### src/rtl/trace_buffer.sv
// Retire-trace capture FIFO with arm/trigger/stop control and FWFT drain port.
// Optional macro TRACE_FILTER_EN: only lw/sw records are capture attempts.
module trace_buffer #(
    parameter int DEPTH     = 16,
    parameter int CAP_LIMIT = 0,
    localparam int AW       = $clog2(DEPTH)
) (
    input  logic          Clk,
    input  logic          Clrn,
    input  logic          valid_in,
    input  logic [31:0]   inst,
    input  logic [31:0]   addr,
    input  logic [31:0]   aluout,
    input  logic [31:0]   memout,
    input  logic          arm,
    input  logic          stop,
    input  logic          clear,
    input  logic          trig_en,
    input  logic [31:0]   trig_addr,
    output logic          out_valid,
    input  logic          out_ready,
    output logic [127:0]  out_data,
    output logic [AW:0]   count,
    output logic [15:0]   drop_cnt,
    output logic [1:0]    state
);

    typedef enum logic [1:0] {
        IDLE    = 2'd0,
        ARMED   = 2'd1,
        CAPTURE = 2'd2,
        DONE    = 2'd3
    } state_t;

    localparam logic [AW:0] FULL = (AW + 1)'(DEPTH);
    localparam logic [31:0] LIM  = 32'(CAP_LIMIT);

    state_t        state_q, state_d;
    logic [127:0]  mem [DEPTH];
    logic [AW-1:0] wr_ptr, rd_ptr;
    logic [AW:0]   count_q;
    logic [15:0]   drop_q;
    logic [31:0]   cap_q;
    logic [127:0]  hold_q;

    logic pass, hit, attempt, cap_zero;
    logic do_pop, do_write, limit_hit;

`ifdef TRACE_FILTER_EN
    assign pass = (inst[31:26] == 6'h23) || (inst[31:26] == 6'h2b);
`else
    assign pass = 1'b1;
`endif

    assign hit       = valid_in && (addr == trig_addr);
    assign out_valid = (count_q != '0);
    assign do_pop    = out_valid && out_ready && !clear;
    // A full FIFO still accepts a record when the head leaves on the same edge.
    assign do_write  = attempt && !clear && ((count_q != FULL) || do_pop);
    assign limit_hit = (LIM != 32'd0) && do_write && (cap_q + 32'd1 == LIM);

    always_comb begin
        state_d  = state_q;
        attempt  = 1'b0;
        cap_zero = 1'b0;
        unique case (state_q)
            IDLE: begin
                if (arm && !stop) begin
                    state_d  = ARMED;
                    cap_zero = 1'b1;
                end
            end
            ARMED: begin
                if (stop) begin
                    state_d = IDLE;
                end else if (!trig_en) begin
                    state_d = CAPTURE;
                end else if (hit) begin
                    state_d = CAPTURE;
                    attempt = pass;
                end
            end
            CAPTURE: begin
                if (stop) state_d = DONE;
                else      attempt = valid_in && pass;
            end
            DONE: begin
                if (arm && !stop) begin
                    state_d  = ARMED;
                    cap_zero = 1'b1;
                end
            end
            default: state_d = IDLE;
        endcase
        if (limit_hit) state_d = DONE;
    end

    always_ff @(posedge Clk) begin
        if (!Clrn && do_write) mem[wr_ptr] <= {addr, inst, aluout, memout};
    end

    always_ff @(posedge Clk) begin
        if (Clrn) begin
            state_q <= IDLE;
            wr_ptr  <= '0;
            rd_ptr  <= '0;
            count_q <= '0;
            drop_q  <= '0;
            cap_q   <= '0;
            hold_q  <= '0;
        end else if (clear) begin
            state_q <= IDLE;
            wr_ptr  <= '0;
            rd_ptr  <= '0;
            count_q <= '0;
            drop_q  <= '0;
            cap_q   <= '0;
        end else begin
            state_q <= state_d;
            if (do_write) wr_ptr <= wr_ptr + AW'(1);
            if (do_pop) begin
                rd_ptr <= rd_ptr + AW'(1);
                hold_q <= mem[rd_ptr];
            end
            unique case ({do_write, do_pop})
                2'b10:   count_q <= count_q + (AW + 1)'(1);
                2'b01:   count_q <= count_q - (AW + 1)'(1);
                default: count_q <= count_q;
            endcase
            if (attempt && !do_write && drop_q != 16'hFFFF)
                drop_q <= drop_q + 16'd1;
            if (cap_zero)      cap_q <= '0;
            else if (do_write) cap_q <= cap_q + 32'd1;
        end
    end

    // Empty FIFO keeps presenting the last entry that left.
    assign out_data = out_valid ? mem[rd_ptr] : hold_q;
    assign count    = count_q;
    assign drop_cnt = drop_q;
    assign state    = state_q;

endmodule

### config.mk
export PLATFORM = sky130hd
export DESIGN_NAME = trace_buffer
export DESIGN_NICKNAME = d
export VERILOG_FILES = /design/src/rtl/trace_buffer.sv
export SDC_FILE = /design/constraint.sdc
export NUM_CORES = 2
export LEC_CHECK = 0
export CORE_ASPECT_RATIO = 1.25
export CORE_UTILIZATION = 52
export CTS_CLUSTER_SIZE = 12
export DETAILED_ROUTE_END_ITERATION = 8
export GPL_TIMING_DRIVEN = 0
export HOLD_SLACK_MARGIN = 0.1
export PLACE_DENSITY = 0.72
export SETUP_SLACK_MARGIN = 0.02
export SYNTH_ARGS = -nofsm -noshare
export SYNTH_HDL_FRONTEND = slang
export SYNTH_SLANG_ARGS = --single-unit
### constraint.sdc
create_clock -name Clk -period 10.1 [get_ports Clk]
set_clock_uncertainty 0.05 [all_clocks]
set_input_delay 2.02 -clock Clk [delete_from_list [all_inputs] [get_ports Clk]]
set_output_delay 2.02 -clock Clk [all_outputs]
set_load 0.01 [all_outputs]
* After elaboration in Yosys (flattened, before gate mapping)
Memory sizes are Yosys's and may differ from the RTL's. A register that Yosys moved wholly into a read port is not among the register bits.
Cells that the tools add are included.
** Cells by class
- $add $sub $neg :: 5
- $mul :: 0
- Divide/modulo/power cells :: 0
- Order comparisons :: 0
- Equality and inequality tests :: 11
- Shift operators :: 0
- Muxes and demuxes :: 17
- Bitwise logic cells :: 1
- Reduce and logical (&&, ||, !) cells :: 21
** Operator list (count)
- $mux W128 :: 1
- $eq A32 B32 Y1 :: 1
- $add A16 B1 Y16 const B :: 1
- $ne A16 B16 Y1 const B :: 1
- $mux W2 :: 5
- $pmux W5 S2 :: 1
- $logic_and A1 B1 Y1 :: 9
- $add A4 B1 Y4 const B :: 2
- $mux W4 :: 2
- $eq A2 B2 Y1 const B :: 3
- $mux W1 :: 6
- $pmux W2 S3 :: 1
- $add A5 B1 Y5 const B :: 1
- $ne A5 B5 Y1 const B :: 1
- $reduce_bool A5 Y1 :: 1
- $sub A5 B1 Y5 const B :: 1
- $eq A2 B1 Y1 const B :: 2
- $logic_not A1 Y1 :: 4
- $ne A4 B4 Y1 const B :: 1
- $reduce_or A2 Y1 :: 2
- $reduce_and A3 Y1 :: 1
- $logic_not A2 Y1 :: 1
- $ne A2 B1 Y1 const B :: 1
- $ne A2 B2 Y1 const B :: 1
- other kinds (5) :: 5
** Storage, ports and cells
- Bits in registers :: 159
- Latch bits :: 0
- RAM bits :: 2048
- Bits in read-only memories :: 0
- Output and inout port bits :: 152
- Memories :: 1
** Memory list
- mem :: depth 16, bits a word 128, rd ports 1, clocked after memory_dff 1, wr ports 1, RTL line 39 : logic [127:0] mem [DEPTH];

* Longest topological paths before layout
- Word-level depth :: 11
- Depth in mapped cells :: 15
- Gate-level depth less buffers :: 14

* Worst setup path after synthesis
OpenSTA, ideal clock, no wires.
- Path kind :: input port to flip-flop
- From :: input trig_addr[22]
- To :: memory mem[15][0], enable pin
- Setup time :: 0.631 ns
- Arrival time :: 8.901 ns
- Path slack :: 0.518 ns
- Stages :: 6
- Path buffers :: 0
- Path through :: xnor2_1 -> nand4_1 -> nor4_2 -> nand4b_1 -> a211o_1 -> nor2b_1
** Between the ends
- Word-level cells in the longest chain between the ends :: 11
** Ends and longest elaborated chain
- start, declared :: RTL line 19 : input logic [31:0] trig_addr,
- $eq A32 B32 Y1 :: RTL line 55 : assign hit = valid_in && (addr == trig_addr);
- $logic_and A1 B1 Y1 :: RTL line 55
- $mux W1 :: RTL line 78 : end else if (hit) begin
- $mux W1 :: RTL line 76 : end else if (!trig_en) begin
- $mux W1 :: RTL line 74 : if (stop) begin
- $pmux W1 S2 :: RTL line 66 : unique case (state_q)
- $logic_and A1 B1 Y1 (2 in series) :: RTL line 59 : assign do_write = attempt && !clear && ((count_q != FULL) || do_pop);
- $logic_and A1 B1 Y1 :: RTL line 99 : if (!Clrn && do_write) mem[wr_ptr] <= {addr, inst, aluout, memout};
- $mux W1 :: RTL line 99
- $mux W1 (not written as such) :: RTL line 99
- end, declared :: RTL line 39
No other way between the ends.

* Worst setup path in the final report
- From :: input addr[6]
- To :: memory mem[14][62], enable pin
** Between the ends
- Word-level cells in the longest chain between the ends :: 11
** Ends and longest elaborated chain
- start, declared :: RTL line 12 : input logic [31:0] addr,
- $eq A32 B32 Y1 :: RTL line 55
- $logic_and A1 B1 Y1 :: RTL line 55
- $mux W1 :: RTL line 78
- $mux W1 :: RTL line 76
- $mux W1 :: RTL line 74
- $pmux W1 S2 :: RTL line 66
- $logic_and A1 B1 Y1 (2 in series) :: RTL line 59
- $logic_and A1 B1 Y1 :: RTL line 99
- $mux W1 :: RTL line 99
- $mux W1 (not written as such) :: RTL line 99
No other way between the ends.

==> reports/qor.yml <==
yosys:
  synthesis.instances: 3870
  synth_area_sq_um: 85200
  synth_top_area_share_pct: 72.2
  synth_most_common_cell: "edfxtp_1"
  synth_seq_area_share_pct: 76.0
  synthDistinctLibCells: 56
  synth_edf_count: 2048
  yosysWarnings: 0
  synth_common_cells: "edfxtp_1 (2048), mux4_2 (626), nand2_1 (275), dfxtp_1 (163), a21oi_1 (159)"
  async_flop_share_pct: 0
  syn_nets: 4051
  ys_seq_elements: 2211
  yosys-top-cells-area: "edfxtp_1 (72%), mux4_2 (17%), dfxtp_1 (3.8%)"
  synthFlopType: "edfxtp_1"
  avgSynthCellArea_sq_um: 22.0
  yosysTopAreaCell: "edfxtp_1"
critical_path:
  rr_worst_depth: 11
  slowest_delay_ns: 1.04
  reg2reg_to: "mem[14][62]$_DFFE_PP_"
  crit_top_cell: "buf_16"
  worst-path-max-fanout: 38
  path_cells: "clkdlybuf4s50_1 -> xnor2_1 -> nand4_1 -> nor4_2 -> nand4b_1 -> a21oi_2 -> clkbuf_1 -> and3_4 -> buf_12 -> buf_16 -> buf_16"
  crit_type: "primary input to flip-flop"
  critical_path_required_ns: 10.54
  cp.buffers_inverters: 5
  startpoint_type: "primary input"
  end_kind: "flip-flop"
  regToRegSetupSlack_ns: 5.53
  slowest_stage: "xnor2_1"
  critPathTopFamily: "simple AND/OR/NAND/NOR gates"
  worstPathArrival_ns: 8.13
  r2r-start: "state[0]$_SDFFE_PP0P_"
clock_network:
  postCtsResizedCells: 0
  post_cts_buffers: 0
  clockBufferDepth: 3
  ctsHoldBuffers: 0
  clkLatencyLatePin_ns: 0.85
  htree_levels: 4
  clkSlewWorstSetupHoldPaths_ns: 0.06
  cts_tree: "built"
  cts_sinks: 2211
  root_buffer: "clkbuf_16"
  numCtsBuffers: 208
place:
  dpl.hpwl_mm: 133
  dp.cells: 6423
  gp_congestion: 0.777
  portBuffers: 319
min_path:
  hold_path_startpoint: "hold_q[69]$_SDFFE_PP0P_"
  hold_path.class: "flip-flop to flip-flop"
  whs_endpoint: "hold_q[69]$_SDFFE_PP0P_"
  min_path_cells: 2
sta:
  tightest_slew_ns: 1.46
  slew_violations: 0
  rsz0062_at_grt: "no"
  fmax_mhz: 130
  finalSetupViolCount: 0
  hold_violations: 0
  relSlewSlack_pct: 2.79
  fin_crit_ns: 7.69
  timing.setup.tns_ns: 0
  finalCritPeriodShare_pct: 76.1
pwr:
  pwr-share-seq_pct: 57.5
  p_int_mw: 14.0
  clockPowerShare_pct: 41.2
  power_switching_share_pct: 19.4
  finalPower_mw: 17.4
  peakVddDrop_mv: 0.169
  combPwrFrac_pct: 1.3
  p_leak_nw: 29.9
  p_switching_mw: 3.38
  power_density_nw_per_um2: 176
final_layout:
  finalNetCount: 4643
  fill_cells: 11076
  multi_input_area_sq_um: 19300
  syn_to_final_growth_pct: 16.1
  drive_gt1_share_pct: 25.3
  regArea_sq_um: 64800
  layout.cells.non_filler: 6813
  final_util_pct: 61.0
floorplan:
  die_h_microns: 455
  core-area_sq_um: 162000
  die_w_microns: 364
  io_pins: 320
  row_count: 165
  die_area_sq_um: 166000
  start_util_pct: 52.5
route:
  drt_iter0_drc: 4397
  vias_per_cell: 6.17
  routed_wl_mm: 213
  drcViolationCount: 0
  antenna_left: 0
  wire_per_inst_microns: 31.3
  num_vias: 42069
  dr.pass1.iters: 6
global_route:
  antenna_found_initial: 43
  grt_pass1_wl_mm: 304
  grt_max_degree: 47
  grt_pass1_vias: 43386
  grt_use_total_pct: 26.1
  grt-ovfl-total: 0
job:
  max-cap-violations: 0
status:
  status: "complete, no violations"
## cell usage in the layout (no fill, tap or decap), types with 6 or more instances in the layout
master,netlist,routed
dfxtp_1,163,163
a211oi_1,15,15
buf_1,20,20
clkbuf_1,101,227
nor3_1,8,8
nand4_1,15,15
diode_2,0,20
clkbuf_8,0,6
edfxtp_1,2048,2048
clkinv_1,0,10
clkbuf_16,0,213
mux4_2,626,626
nor2b_1,19,16
and3_4,0,13
nand3_1,14,14
inv_1,15,15
mux2i_1,18,18
buf_12,0,18
buf_16,0,45
xnor2_1,36,35
buf_6,50,50
clkdlybuf4s50_1,0,319
ha_1,12,12
buf_2,41,41
mux2_2,128,128
nor2_1,25,25
a21oi_1,159,159
nand2_1,275,275
## sequential cells by signal, summed over array words and instances (netlist names), named ones only
name      flops
state         2
drop_cnt     16
rd_ptr        4
mem        2048
wr_ptr        4
count         5
hold_q      128
## worst reg2reg max path: cells and delay by family, from the launching register on
kind	cells	cell delay (ns)
adders and majority gates	1	0.34
and+or+nand+nor	4	1.49
buffers and inverters	5	1.42
AOI/OAI and AO/OA	1	0.47
DFF	1	0.38
## worst max-delay path by stage
stage	cells after the start	from	end
2_1_floorplan	6	trig_addr[22]	mem[15][0]$_DFFE_PP_
3_3_place_gp	7	addr[6]	mem[7][61]$_DFFE_PP_
3_5_place_dp	11	addr[6]	mem[14][61]$_DFFE_PP_
4_1_cts	11	addr[6]	mem[14][65]$_DFFE_PP_
5_1_grt	11	addr[6]	mem[14][60]$_DFFE_PP_
6_report	11	addr[6]	mem[14][62]$_DFFE_PP_
## final cells by class
type / instances / area share, %
clock buffers: 348 / 5.96
inverters: 16 / 0.0607
plain buffers: 215 / 1.26
well taps: 2171 / 2.74
diodes: 20 / 0.0506
repair buffers: 382 / 4.84
multi-input cells: 1428 / 19.5
flip-flops and latches: 2211 / 65.4
clock inverters: 22 / 0.202
## power by group through the flow
stage / combinational [mW] / clock [mW] / sequential, mW
after global placement: 0.210 / 0 / 10.2
final: 0.225 / 7.17 / 9.99
after floorplan: 0.0268 / 0 / 10.2
after global routing: 0.241 / 7.59 / 9.99
after CTS: 0.224 / 7.26 / 9.99
after detailed placement: 0.224 / 0 / 10.2
## logic make-up (layout without fill, tap and decap cells)
group	after synthesis	in the layout	synth area share, %
simple gates	393	393	2.01
compound gates	209	209	1.41
flops	2211	2211	76.0
buf+inv	231	983	1.53
fa+ha+maj	13	13	0.200
other cells	0	20	0
xor+xnor	41	41	0.421
mux	772	772	18.4
## layer usage
| metal | wire length [microns] | share of wire, % | up-vias | track usage (%) |
|---|---|---|---|---|
| met5 | 280 | 0.13 | - | 0 |
| met4 | 6740 | 3.2 | 42 | 8.90 |
| met3 | 17600 | 8.2 | 380 | 5.15 |
| met2 | 111000 | 52 | 1977 | 45.1 |
| met1 | 77700 | 36 | 22347 | 33.1 |
| li1 | - | - | 17323 | - |
## stage by stage
| stage | area [sq um] | worst slack, ns | hold WS, ns |
|---|---|---|---|
| 6_report | 99000 | 2.41 | 0.400 |
| 3_5_place_dp | 92800 | 1.32 | 0.394 |
| 4_1_cts | 98900 | 2.12 | 0.403 |
| 3_3_place_gp | 91100 | -10.24 | 0.389 |
| 2_1_floorplan | 85200 | 0.518 | 0.384 |
| 5_1_grt | 99000 | 2.14 | 0.419 |
No activity file was read; power rests on OpenSTA's default activity.
